<file path="src/rtl/add_sub_serial_ctrl_16bit.sv">
// ============================================================================
// Module   : add_sub_serial_ctrl_16bit (with add_sub_slice4)
// Brief    : 16-bit add/subtract sequenced over a shared 4-bit ripple slice,
//            one nibble per cycle, LSB nibble first, start/busy/done handshake.
// Revision : 1.0  initial release
// ============================================================================
`default_nettype none

module add_sub_slice4 (
  input  logic [3:0] a_i,
  input  logic [3:0] b_i,
  input  logic       m_i,
  input  logic       c_i,
  output logic [3:0] s_o,
  output logic       c_o
);

  logic [4:0] w_c;
  logic [3:0] w_bx;

  assign w_c[0] = c_i;

  generate
    for (genvar k = 0; k < 4; k++) begin : g_fa
      assign w_bx[k]   = b_i[k] ^ m_i;
      assign s_o[k]    = a_i[k] ^ w_bx[k] ^ w_c[k];
      assign w_c[k+1]  = (a_i[k] & w_bx[k]) | (w_c[k] & (a_i[k] ^ w_bx[k]));
    end
  endgenerate

  assign c_o = w_c[4];

endmodule

module add_sub_serial_ctrl_16bit #(
  parameter int N_NIB = 4
) (
  input  logic                 clk_i,
  input  logic                 reset_i,
  input  logic                 start_i,
  input  logic                 op_i,
  input  logic [4*N_NIB-1:0]   a_i,
  input  logic [4*N_NIB-1:0]   b_i,
  output logic                 busy_o,
  output logic                 done_o,
  output logic [4*N_NIB-1:0]   sum_o,
  output logic                 c_out_o,
  output logic                 ovf_o,
  output logic                 zero_o
);

  localparam int W    = 4 * N_NIB;
  localparam int IDXW = (N_NIB > 1) ? $clog2(N_NIB) : 1;
  localparam logic [IDXW-1:0] LAST_IDX = IDXW'(N_NIB - 1);

  typedef enum logic [0:0] {
    ST_IDLE = 1'b0,
    ST_RUN  = 1'b1
  } state_t;

  state_t          state_q, state_d;
  logic [IDXW-1:0] idx_q, idx_d;
  logic [W-1:0]    a_q, a_d;
  logic [W-1:0]    b_q, b_d;
  logic            op_q, op_d;
  logic            carry_q, carry_d;
  logic [W-1:0]    stage_q, stage_d;
  logic [W-1:0]    sum_q, sum_d;
  logic            c_out_q, c_out_d;
  logic            ovf_q, ovf_d;
  logic            zero_q, zero_d;
  logic            done_q, done_d;

  logic [3:0]      w_a_nib;
  logic [3:0]      w_b_nib;
  logic [3:0]      w_s_nib;
  logic            w_c_nib;
  logic [W-1:0]    w_merged;

  // Nibble select mux feeding the shared slice; values in IDLE are unused.
  always_comb begin
    w_a_nib = 4'h0;
    w_b_nib = 4'h0;
    for (int n = 0; n < N_NIB; n++) begin
      if (idx_q == IDXW'(n)) begin
        w_a_nib = a_q[4*n +: 4];
        w_b_nib = b_q[4*n +: 4];
      end
    end
  end

  add_sub_slice4 u_slice (
    .a_i (w_a_nib),
    .b_i (w_b_nib),
    .m_i (op_q),
    .c_i (carry_q),
    .s_o (w_s_nib),
    .c_o (w_c_nib)
  );

  always_comb begin
    w_merged = stage_q;
    for (int n = 0; n < N_NIB; n++) begin
      if (idx_q == IDXW'(n)) begin
        w_merged[4*n +: 4] = w_s_nib;
      end
    end
  end

  always_comb begin
    state_d = state_q;
    idx_d   = idx_q;
    a_d     = a_q;
    b_d     = b_q;
    op_d    = op_q;
    carry_d = carry_q;
    stage_d = stage_q;
    sum_d   = sum_q;
    c_out_d = c_out_q;
    ovf_d   = ovf_q;
    zero_d  = zero_q;
    done_d  = 1'b0;

    case (state_q)
      ST_IDLE: begin
        if (start_i) begin
          a_d     = a_i;
          b_d     = b_i;
          op_d    = op_i;
          carry_d = op_i;  // subtract = a + ~b + 1
          idx_d   = '0;
          state_d = ST_RUN;
        end
      end
      ST_RUN: begin
        stage_d = w_merged;
        carry_d = w_c_nib;
        idx_d   = idx_q + IDXW'(1);
        if (idx_q == LAST_IDX) begin
          sum_d   = w_merged;
          c_out_d = w_c_nib;
          ovf_d   = (a_q[W-1] == (b_q[W-1] ^ op_q)) && (w_merged[W-1] != a_q[W-1]);
          zero_d  = (w_merged == '0);
          done_d  = 1'b1;
          idx_d   = '0;
          state_d = ST_IDLE;
        end
      end
      default: state_d = ST_IDLE;
    endcase
  end

  always_ff @(posedge clk_i) begin
    if (reset_i) begin
      state_q <= ST_IDLE;
      idx_q   <= '0;
      a_q     <= '0;
      b_q     <= '0;
      op_q    <= 1'b0;
      carry_q <= 1'b0;
      stage_q <= '0;
      sum_q   <= '0;
      c_out_q <= 1'b0;
      ovf_q   <= 1'b0;
      zero_q  <= 1'b0;
      done_q  <= 1'b0;
    end else begin
      state_q <= state_d;
      idx_q   <= idx_d;
      a_q     <= a_d;
      b_q     <= b_d;
      op_q    <= op_d;
      carry_q <= carry_d;
      stage_q <= stage_d;
      sum_q   <= sum_d;
      c_out_q <= c_out_d;
      ovf_q   <= ovf_d;
      zero_q  <= zero_d;
      done_q  <= done_d;
    end
  end

  assign busy_o  = (state_q == ST_RUN);
  assign done_o  = done_q;
  assign sum_o   = sum_q;
  assign c_out_o = c_out_q;
  assign ovf_o   = ovf_q;
  assign zero_o  = zero_q;

endmodule

`default_nettype wire
</file>
<file path="config.mk">
export PLATFORM = sky130hd
export DESIGN_NAME = add_sub_serial_ctrl_16bit
export DESIGN_NICKNAME = d
export VERILOG_FILES = /design/src/rtl/add_sub_serial_ctrl_16bit.sv
export SDC_FILE = /design/constraint.sdc
export NUM_CORES = 1
export LEC_CHECK = 0
export ABC_AREA = 1
export CAP_MARGIN = 20
export CORE_MARGIN = 10
export CORE_UTILIZATION = 47
export CTS_BUF_LIST = sky130_fd_sc_hd__clkbuf_16
export DETAILED_ROUTE_END_ITERATION = 10
export PLACE_DENSITY_LB_ADDON = 0.2
export SYNTH_ARGS = -nofsm -noshare
export SYNTH_HDL_FRONTEND = slang
export SYNTH_SLANG_ARGS = --single-unit
</file>
<file path="constraint.sdc">
create_clock -name clk_i -period 2.9 [get_ports clk_i]
set_input_delay 0.87 -clock clk_i [delete_from_list [all_inputs] [get_ports clk_i]]
set_output_delay 0.87 -clock clk_i [all_outputs]
set_load 0.01 [all_outputs]
</file>
==> summary.txt <==
Status
  – Status: finished, violations left
  – Failing checks: negative setup slack

Synthesis
  – Post-synthesis async set-or-reset flop share: 0
  – Yosys cell types: 27
  – Post-synthesis net count: about 500
  – Synthesized instance count: 450
  – Post-synth top flop: dfxtp_1
  – XOR/XNOR Fraction of Synth Area: 0.00271
  – Avg Inst Size Synth: 7.17 um2
  – Multiplexer share of the synthesized area: 0
  – Seq/Total Area, Yosys: 0.453
  – Post-synthesis simple-gate area fraction: 0.237
  – Largest family of logic cells by synthesized area: simple AND/OR/NAND/NOR gates
  – Complex-gate fraction of the synthesized area: 0.176
  – Synth cell count leaders: 104 x nand2_1, 77 x nor2_1, 73 x dfxtp_1, 55 x o21ai_0, 40 x inv_1
  – #FFs+latches synth: 73
  – Leading area contributor after synthesis: dfxtp_1
  – Post-synth top area share: 0.453
  – Top-count cell post-synth: nand2_1
  – Number of synthesized flops with an enable pin: 0
  – Synth top area cells: dfxtp_1 45%, nand2_1 12%, nor2_1 9.0%
  – Ys Warns: 0
  – Adder-cell share of the synthesized area: 0.0403
  – Syn Std Cell Area: roughly 0.0032 mm2

Detailed routing
  – Initial DRC count: 97
  – ANT nets after route: 0
  – Max layer used: met4
  – Met2 routed WL: 3.95 mm
  – WL per Instance: 13.7 um
  – DRC: 0
  – Metal3 WL: 331 um
  – Post-DR vias/cell: 5.00
  – DRT Wirelength: 8.31 mm
  – Met1 WL: 3.92 mm
  – DRT Pass-1 Iters: 4
  – Via count: 3028

Worst setup path
  – Reg2reg path depth: 19
  – Crit path capture type: register
  – CP Max Fanout: 6
  – Required time of the critical path: 3180 ps
  – Worst reg2reg endpoint: zero_o
  – Critical path destination: zero_o
  – Worst r2r src: idx_q[1]
  – Type of the worst setup path: register to register
  – R2r setup slk: -220 ps
  – Critical path data arrival time: 3390 ps
  – CP startpoint kind: register
  – CP startpoint: idx_q[1]

Clocking
  – Num Clock Sinks: 73
  – CTS max path bufs: 2
  – Worst-path clk slew: 60 ps
  – Worst-Skew Late Latency: roughly 330 ps
  – Htree depth: 3
  – Clock root cell: clkbuf_16
  – CTS tree: built
  – CTS Hold Bufs: 0
  – Total CTS buffers: 9

Timing
  – Final Hold Fails: 0
  – Final Critical Period: 3120 ps
  – RSZ-0062 raised after global routing: yes
  – Final slew viol count: 0
  – Max-slew headroom: 0.524
  – Final setup viols: 10
  – Tcrit/Tclk final: 1.08
  – Worst Tran Pin Value: around 700 ps
  – Setup slack after layout: -218 ps
  – Layout Skew: 6.27 ps
  – Hold_ws: 451 ps
  – Max Fclk: 321 MHz

GRT
  – Remaining Overflow, GRT: 0
  – Initial antenna violation count: 0
  – Maximum number of pins on one net before global-route repair: 48
  – GR Util All Layers: 0.159
  – First-pass GRT wire length: 13.2 mm
  – Vias in the first global route: 2857

Finish
  – Nets: 564
  – Fin area: 0.00438 mm2
  – Area grow syn2layout: 35.7%
  – Non-Filler Instances: 605
  – Share of cells above drive strength 1: 0.156
  – # diodes: 0

Floorplan
  – I/O pin count: 57
  – Row count: 30
  – Core area: 0.00672 mm2
  – Die width: 103 um
  – Initial Util: 0.480
  – Die height: between 100 and 150 um
  – DIE AREA: 0.0106 mm2

Placement
  – Placed instance count: 585
  – Port Buffers: between 50 and 60
  – Detailed Place HPWL: between 6 and 7 mm
  – Placer Congestion: 0.905
  – DP Area: 0.00401 mm2
  – DP Worst Slack: -240 ps

Power
  – Leak pwr: ~0.0019 uW
  – P per Cell Area: about 610 mW/mm2
  – Worst VDD drop: 0.335 mV
  – Total power: 2690 uW

Worst hold path
  – Worst min path class: register to register
  – Hold wc startpoint: sum_o[13]

Flow run
  – Max Cap Violations: 0
[worst max-delay path: stages (launching register included)]
cell	delay, ps
dfxtp_4	400
ha_4	150
inv_1	60
or2_2	290
nand2_1	60
nand2_1	40
nand2_1	90
fa_2	200
inv_2	40
fa_2	330
fa_2	340
inv_2	60
fa_2	490
nand2_2	90
nand2_2	60
nor2_2	100
nand2_1	60
nor2_1	90
nand2_1	50
nand2_1	40
[through the flow]
step	util	TNS [ps]
6_report	0.652	-1350
5_1_grt	0.652	-2740
4_1_cts	0.643	-1060
3_5_place_dp	0.597	-1580
3_3_place_gp	0.597	-786
2_1_floorplan	-	-489
[state kept, by name, summed over array words and instances (netlist names)]
register	flops
a_q	16
b_q	16
stage_q	16
sum_o	16
idx_q	2
busy_o	1
c_out_o	1
carry_q	1
done_o	1
op_q	1
ovf_o	1
zero_o	1
[kinds of logic after synthesis]
family / after synthesis
xor+xnor: 1
simple gates: 195
flops: 73
fa+ha+maj: 8
compound gates: 106
buf+inv: 67
[report_power, final]
| group | internal, uW | switching, uW | total (uW) |
|---|---|---|---|
| sequential | 1060 | 37.7 | 1100 |
| clock | 656 | 413 | 1070 |
| combinational | 225 | 302 | 527 |
[area by class of cell]
class                      instances  area, um2
fill                             637       2340
multi-input combinational        310       1580
sequential                        73       1470
timing repair buffer              82        768
clock buffer                       9        225
inverter                          44        175
tap                               80        100
clock inverter                     7       61.3
[cells in the final DEF (no fill, tap or decap), types with 2 or more instances in the layout]
master           count
clkinv_2             3
nand2_2              7
o21ai_0             47
o211ai_1             8
o21ai_2              5
clkdlybuf4s50_1     56
fa_2                 4
clkbuf_16            9
clkinv_1             2
inv_4                4
nor2_1              76
ha_4                 4
dfxtp_1             71
nand3_1              8
o21ai_1             18
a21o_1               2
a21oi_1             17
dfxtp_4              2
buf_4               25
inv_2                8
inv_1               32
o22ai_1              3
a21oi_2              3
nand2_1             98
or2_2                2
[layer usage]
| metal | vias up | track usage |
|---|---|---|
| li1 | 1578 | - |
| met1 | 1371 | 0.187 |
| met2 | 68 | 0.269 |
| met3 | 11 | 0.0429 |
| met4 | 0 | 0.0588 |
| met5 | - | 0 |
[what timing repair did]
action                                  4_1_cts  5_1_grt
pin swaps                                     6        2
gates resized for setup                       5       20
endpoints found under the setup margin       10       17
setup buffers                                 1        3
[worst min-delay path by stage]
stage	end	depth (start not counted)
floorplan	stage_q[12]	2
global placement	sum_o[13]	2
detailed placement	sum_o[13]	2
CTS	sum_o[5]	2
global route	sum_o[5]	2
finish	sum_o[13]	2
(Power assumes the default switching activity.)
